### src/rtl/sprite_tile_addr_gen.sv
// sprite_tile_addr_gen: BRAM address generator for a runtime-writable tile map
// overlaid by NUM_SPR animated sprites (index 0 has the highest priority).
// Pipeline: S0 issues the map read and evaluates sprite hits. S1 composes the
// address into pixel_addr. A sideband shift chain then delays show/tile/sprite
// flags so that they line up with the BRAM read data.
module sprite_tile_addr_gen #(
  parameter int NUM_SPR    = 2,
  parameter int TILE_SHIFT = 5,
  parameter int MAP_COLS   = 20,
  parameter int MAP_ROWS   = 15,
  parameter int TID_W      = 4,
  parameter int ADDR_W     = 17,
  parameter int TILE_BASE  = 0,
  parameter int BRAM_LAT   = 2,
  parameter int INSET_X    = 3,
  parameter int INSET_TOP  = 5,
  localparam int IDX_W     = (NUM_SPR > 1) ? $clog2(NUM_SPR) : 1
) (
  input  logic                      clk,
  input  logic                      rst,
  input  logic [9:0]                h_cnt,
  input  logic [9:0]                v_cnt,
  input  logic                      vsync,
  input  logic [10*NUM_SPR-1:0]     spr_x,
  input  logic [10*NUM_SPR-1:0]     spr_y,
  input  logic [NUM_SPR-1:0]        spr_en,
  input  logic [NUM_SPR-1:0]        spr_flip,
  input  logic [3*NUM_SPR-1:0]      spr_frame,
  input  logic [ADDR_W*NUM_SPR-1:0] spr_base,
  input  logic [8*NUM_SPR-1:0]      spr_sheet_w,
  input  logic [(1<<TID_W)-1:0]     tile_hide,
  input  logic                      map_we,
  input  logic [8:0]                map_waddr,
  input  logic [TID_W-1:0]          map_wdata,
  output logic [ADDR_W-1:0]         pixel_addr,
  output logic                      out_show_pixel,
  output logic [TID_W-1:0]          out_tile_id,
  output logic                      out_is_char_sync,
  output logic [IDX_W-1:0]          out_spr_idx
);

  localparam int MAP_N   = MAP_COLS * MAP_ROWS;
  localparam int MAP_AW  = (MAP_N > 1) ? $clog2(MAP_N) : 1;
  localparam int TILE_PX = 1 << TILE_SHIFT;
  localparam int SIDE_W  = 2 + TID_W + IDX_W;

  // Shadow copies of the sprite inputs, stable for a whole frame
  logic                      vs_d;
  logic [10*NUM_SPR-1:0]     sh_x;
  logic [10*NUM_SPR-1:0]     sh_y;
  logic [NUM_SPR-1:0]        sh_en;
  logic [NUM_SPR-1:0]        sh_flip;
  logic [3*NUM_SPR-1:0]      sh_frame;
  logic [ADDR_W*NUM_SPR-1:0] sh_base;
  logic [8*NUM_SPR-1:0]      sh_sheet;

  // Map RAM and its synchronous read port
  logic [TID_W-1:0] map_ram [MAP_N];
  logic [TID_W-1:0] map_rdata;
  logic [15:0]      map_raddr;

  // S0 -> S1 registers
  logic [9:0]         s1_h;
  logic [9:0]         s1_v;
  logic               s1_in;
  logic [NUM_SPR-1:0] s1_hit;
  logic [NUM_SPR-1:0] hit_s0;
  logic [10:0]        h11;
  logic [10:0]        v11;

  // S1 combinational results
  logic [TID_W-1:0]      tid;
  logic                  tile_vis;
  logic [NUM_SPR-1:0]    hit_v;
  logic                  any_hit;
  logic [IDX_W-1:0]      win;
  logic [9:0]            sel_x;
  logic [9:0]            sel_y;
  logic                  sel_flip;
  logic [2:0]            sel_frame;
  logic [ADDR_W-1:0]     sel_base;
  logic [7:0]            sel_sheet;
  logic [TILE_SHIFT-1:0] rel_x;
  logic [TILE_SHIFT-1:0] lx_rel;
  logic [9:0]            ly;
  logic [ADDR_W-1:0]     spr_addr;
  logic [ADDR_W-1:0]     tile_addr;
  logic [ADDR_W-1:0]     addr_s1;
  logic [SIDE_W-1:0]     side_s1;
  logic [SIDE_W-1:0]     side_pipe [BRAM_LAT+1];

  // Latch all sprite inputs once on each vsync rising edge
  always_ff @(posedge clk) begin
    if (!rst) begin
      vs_d     <= 1'b0;
      sh_x     <= '0;
      sh_y     <= '0;
      sh_en    <= '0;
      sh_flip  <= '0;
      sh_frame <= '0;
      sh_base  <= '0;
      sh_sheet <= '0;
    end else begin
      vs_d <= vsync;
      if (vsync && !vs_d) begin
        sh_x     <= spr_x;
        sh_y     <= spr_y;
        sh_en    <= spr_en;
        sh_flip  <= spr_flip;
        sh_frame <= spr_frame;
        sh_base  <= spr_base;
        sh_sheet <= spr_sheet_w;
      end
    end
  end

  assign map_raddr = 16'((v_cnt >> TILE_SHIFT) * MAP_COLS + (h_cnt >> TILE_SHIFT));

  // Map RAM: read-first write port plus a registered read; off-map reads give 0
  always_ff @(posedge clk) begin
    if (map_we && (int'(map_waddr) < MAP_N))
      map_ram[map_waddr[MAP_AW-1:0]] <= map_wdata;
    if (int'(map_raddr) < MAP_N)
      map_rdata <= map_ram[map_raddr[MAP_AW-1:0]];
    else
      map_rdata <= '0;
  end

  assign h11 = {1'b0, h_cnt};
  assign v11 = {1'b0, v_cnt};

  // Sprite hitbox test in 11 bits so that boxes near the right/bottom edge cannot wrap
  always_comb begin
    hit_s0 = '0;
    for (int i = 0; i < NUM_SPR; i++) begin
      hit_s0[i] = sh_en[i]
        && (h11 >= ({1'b0, sh_x[10*i +: 10]} + 11'(INSET_X)))
        && (h11 <  ({1'b0, sh_x[10*i +: 10]} + 11'(TILE_PX - INSET_X)))
        && (v11 >= ({1'b0, sh_y[10*i +: 10]} + 11'(INSET_TOP)))
        && (v11 <  ({1'b0, sh_y[10*i +: 10]} + 11'(TILE_PX)));
    end
  end

  // S0 -> S1 pipeline register
  always_ff @(posedge clk) begin
    if (!rst) begin
      s1_h   <= '0;
      s1_v   <= '0;
      s1_in  <= 1'b0;
      s1_hit <= '0;
    end else begin
      s1_h   <= h_cnt;
      s1_v   <= v_cnt;
      s1_in  <= (h_cnt < 10'd640) && (v_cnt < 10'd480);
      s1_hit <= hit_s0;
    end
  end

  assign tid      = s1_in ? map_rdata : '0;
  assign tile_vis = (tid != '0) && !tile_hide[tid];
  assign hit_v    = s1_hit & {NUM_SPR{s1_in}};
  assign any_hit  = |hit_v;

  // Priority mux: scanning downwards leaves the lowest hitting sprite selected
  always_comb begin
    win       = '0;
    sel_x     = '0;
    sel_y     = '0;
    sel_flip  = 1'b0;
    sel_frame = '0;
    sel_base  = '0;
    sel_sheet = '0;
    for (int i = NUM_SPR - 1; i >= 0; i--) begin
      if (hit_v[i]) begin
        win       = IDX_W'(i);
        sel_x     = sh_x[10*i +: 10];
        sel_y     = sh_y[10*i +: 10];
        sel_flip  = sh_flip[i];
        sel_frame = sh_frame[3*i +: 3];
        sel_base  = sh_base[ADDR_W*i +: ADDR_W];
        sel_sheet = sh_sheet[8*i +: 8];
      end
    end
  end

  // Mirroring (2^TILE_SHIFT-1-rel_x) is a bitwise inversion at TILE_SHIFT width
  assign rel_x     = TILE_SHIFT'(s1_h - sel_x);
  assign lx_rel    = sel_flip ? ~rel_x : rel_x;
  assign ly        = s1_v - sel_y;
  assign spr_addr  = sel_base
                   + ADDR_W'(ly) * ADDR_W'(sel_sheet)
                   + (ADDR_W'(sel_frame) << TILE_SHIFT)
                   + ADDR_W'(lx_rel);
  assign tile_addr = ADDR_W'(TILE_BASE)
                   + (ADDR_W'(tid - TID_W'(1)) << (2 * TILE_SHIFT))
                   + (ADDR_W'(s1_v[TILE_SHIFT-1:0]) << TILE_SHIFT)
                   + ADDR_W'(s1_h[TILE_SHIFT-1:0]);
  assign addr_s1   = any_hit ? spr_addr : (tile_vis ? tile_addr : '0);
  assign side_s1   = {any_hit || tile_vis, tid, any_hit, win};

  // Address register and the sideband chain that delays the flags by BRAM_LAT
  always_ff @(posedge clk) begin
    if (!rst) begin
      pixel_addr <= '0;
      for (int k = 0; k <= BRAM_LAT; k++) side_pipe[k] <= '0;
    end else begin
      pixel_addr   <= addr_s1;
      side_pipe[0] <= side_s1;
      for (int k = 1; k <= BRAM_LAT; k++) side_pipe[k] <= side_pipe[k-1];
    end
  end

  assign {out_show_pixel, out_tile_id, out_is_char_sync, out_spr_idx} = side_pipe[BRAM_LAT];

endmodule

### config.mk
export PLATFORM = sky130hd
export DESIGN_NAME = sprite_tile_addr_gen
export DESIGN_NICKNAME = d
export VERILOG_FILES = /design/src/rtl/sprite_tile_addr_gen.sv
export SDC_FILE = /design/constraint.sdc
export NUM_CORES = 2
export LEC_CHECK = 0
export ABC_AREA = 1
export BUFFER_PORTS_ARGS = -buffer_cell sky130_fd_sc_hd__buf_4
export CAP_MARGIN = 5
export CORE_MARGIN = 1
export CORE_UTILIZATION = 45
export DETAILED_ROUTE_END_ITERATION = 10
export GPL_TIMING_DRIVEN = 0
export HOLD_SLACK_MARGIN = 0.06
export PLACE_DENSITY_LB_ADDON = 0.15
export SETUP_SLACK_MARGIN = 0.05
export SLEW_MARGIN = 10
export SYNTH_ARGS = -nofsm -noshare
export SYNTH_HDL_FRONTEND = slang
export SYNTH_SLANG_ARGS = --single-unit
### constraint.sdc
create_clock -name clk -period 9.2 [get_ports clk]
set_clock_uncertainty 0.05 [all_clocks]
set_input_delay 0.46 -clock clk [delete_from_list [all_inputs] [get_ports clk]]
set_output_delay 0.46 -clock clk [all_outputs]
set_load 0.1 [all_outputs]
==> impl_metrics.csv <==
group,metric,value,unit
routing,post-route-drc-count,0,
finish,layout_commonest_cell,"nand2_1",
critical_path,critPathLaunchType,"flop",
synth,synth_area,62800,µm²
finish,layout-drive-gt1-share,8.75,%
synth,yosysWarnings,0,
sta,fin_setup_tns,0,ps
placement,io_buffers,176,
synth,yosys.cell_types.count,51,
critical_path,arrival,9050,ps
clocking,cts_made_buffers,147,
outcome,outcome,"completed",
finish,area_delta_synth_final,15.6,%
synth,synth_compound_area_share,6.70,%
grt,grt_pass1_wl,337000,µm
synth,synth_xor_area_share,1.04,%
grt,antenna_found_initial,11,
sta,final_max_slew_viol_count,0,
sta,rsz0062_at_grt,"no",
die,start_util,45.5,%
routing,num_vias,49800,
die,die_w,376,µm
power,p_comb_share,12.6,%
clocking,cts_tree,"yes",
power,vdd_drop_max,169,µV
hold_path,worst_hold_path_type,"primary input to flop",
power,p_per_area,200,nW/µm²
power,p_leak,27.9,nW
routing,dr.pass1.iters,6,
sta,fin_crit_sh,91.8,%
sta,fmax,118,MHz
sta,hold_viol_final,0,
synth,synth_top_family_by_area,"simple AND/OR/NAND/NOR gates",
die,die_area,141000,µm²
grt,grt_max_degree,126,
routing,routedWlPerCell,28.1,µm
grt,grt_pass1_vias,47100,
clocking,cts_buffer_depth,3,
finish,layout_common_cells,"1257 x nand2_1, 1200 x edfxtp_1, 1138 x nor2_1",
clocking,path_clk_slew,60,ps
synth,synth_nets,6573,
synth,muxShareOfSynthArea,0.0538,%
flow_run,maxCapViolCount,0,
routing,drt_wl_total,242000,µm
power,power.internal,10.5,mW
clocking,cts_max_level,4,
sta,slew_headroom,3.63,%
routing,vias_per_cell,5.77,
routing,detail-route-antenna-nets,0,
placement,dp_hpwl,173000,µm
clocking,clock-sinks,1361,
sta,period_minus_slack,8450,ps
routing,first_iter_violations,6441,
critical_path,slowest_stage,"fa_1",
grt,grt_util_all_layers,33.8,%
critical_path,required,9800,ps
synth,seq_area_frac_synth,62.5,%
synth,synth-simple-area-share,19.4,%
critical_path,critPathMaxStageDelay,530,ps
synth,syn_avg_cell_area,10.2,µm²
synth,synth_cells,6191,
power,p_sw_share,27.5,%
critical_path,critPathMaxFanout,10,
clocking,cts_root_buffer,"clkbuf_16",
sta,worst_slew_pin_slew,1450,ps
power,p_sw,3.99,mW
clocking,post_cts_buffers,0,
power,clkPwrFrac,40.4,%
sta,holdWs,130,ps
critical_path,worst-setup-path-type,"flop to flop",
die,io_pins,177,
critical_path,end_kind,"flop",
clocking,clk_latency,810,ps
placement,routabilityCongestion,0.997,
die,die_h,376,µm
finish,fin_nets,7023,
synth,ys_ff_latch,1361,
synth,synthAdderAreaFrac,5.42,%
sta,setup_viol,0,
grt,globalRoute.totalOverflow,0,
die,core.rowCount,136,
die,core-area,138000,µm²
power,p_seq_share,47.0,%
Yosys cell counts, drive strengths merged:
library cell,count,area (µm²)
a211oi,8,60.1
a21boi,1,7.51
a21o,2,15.0
a21oi,181,917
a22o,8,70.1
a22oi,16,120
a31oi,6,37.5
a41oi,1,8.76
and2,1,6.26
and3,2,12.5
buf,180,1070
clkbuf,159,598
clkinv,4,15.0
dfxtp,161,3220
edfxtp,1200,36000
fa,72,1440
ha,157,1960
inv,372,1400
mux2,3,33.8
nand2,1259,4730
nand3,543,2720
nand3b,5,37.5
nand4,31,194
nor2,1140,4290
nor3,23,126
nor3b,1,12.5
o211ai,20,150
o21a,1,7.51
o21ai,514,2570
o21bai,2,15.0
o221ai,4,35.0
o22ai,30,188
o31ai,1,7.51
or2,10,62.6
xnor2,11,96.3
xor2,62,558
per-layer routing:
metal	track usage [%]	vias to the layer above	wire length (µm)
li1	-	21900	-
met1	43.5	24300	92400
met2	53.2	2910	110000
met3	7.23	654	24100
met4	18.9	10	15100
met5	0	-	73
power groups by stage:
stage               combinational [mW]  sequential, mW  clock, mW
floorplan                        0.832            6.96          0
global placement                  1.68            6.96          0
detailed placement                1.71            6.95          0
CTS                               1.76            6.82       5.88
global route                      1.90            6.82       6.12
finish                            1.83            6.82       5.87
final timing paths:
path / slack [ps] / endpoint / start / cells past startpoint
setup / recovery: 750 / pixel_addr[15] / s1_in / 36
setup reg to reg: 750 / pixel_addr[15] / s1_in / 36
hold reg to reg: 350 / side_pipe[0][14] / side_pipe[0][7] / 2
hold / removal: 130 / s1_in / h_cnt[7] / 3
stage by stage:
step                cell area, µm²  setup WS, ps  power, mW  utilization (%)  std cells
floorplan                    62800          2390       7.80                -       6191
global placement             66500           614       8.65             48.2       8230
detailed placement           66800           565       8.66             48.4       8239
CTS                          72600           549       14.5             52.6       8617
global route                 72600           270       14.8             52.6       8618
finish                       72600           755       14.5             52.6       8623
sequential cells by signal, indices dropped and copies added (netlist names), 5 cells and up:
name        cells
sh_x           20
sh_base        34
s1_v           10
sh_frame        6
side_pipe      21
s1_h            5
pixel_addr     17
sh_y           20
map_ram      1200
sh_sheet       16
cells by family (layout without fill, tap and decap cells):
| logic type | after synthesis | in the layout |
|---|---|---|
| compound gates | 795 | 795 |
| fa+ha+maj | 229 | 229 |
| mux | 3 | 3 |
| other cells | 0 | 6 |
| flops | 1361 | 1361 |
| buf+inv | 715 | 1278 |
| xor+xnor | 73 | 73 |
| simple gates | 3015 | 3015 |
what timing repair did:
item	4_1_cts	5_1_grt
hold endpoints to repair	194	0
hold buffers	116	0
endpoints found under the setup margin	0	1
gates resized for setup	0	2
cell type report:
class                   instances  area, µm²
plain buffers                 339       1670
repair buffers                301       2760
inverters                     376       1410
clock inverters                76        737
flip-flops and latches       1361      39300
multi-input cells            4115      20500
fillers                     12500      65400
well taps                    1863       2330
diodes                          6       15.0
clock buffers                 186       3950
worst max-delay path: cells and delay by family, from the launching register on:
family                     cells  cell delay (ps)
and+or+nand+nor               10             1140
buffers and inverters         10             1830
AOI/OAI and AO/OA              8             1350
adders and majority gates      8             3480
DFF                            1              450
(Power assumes the default switching activity.)
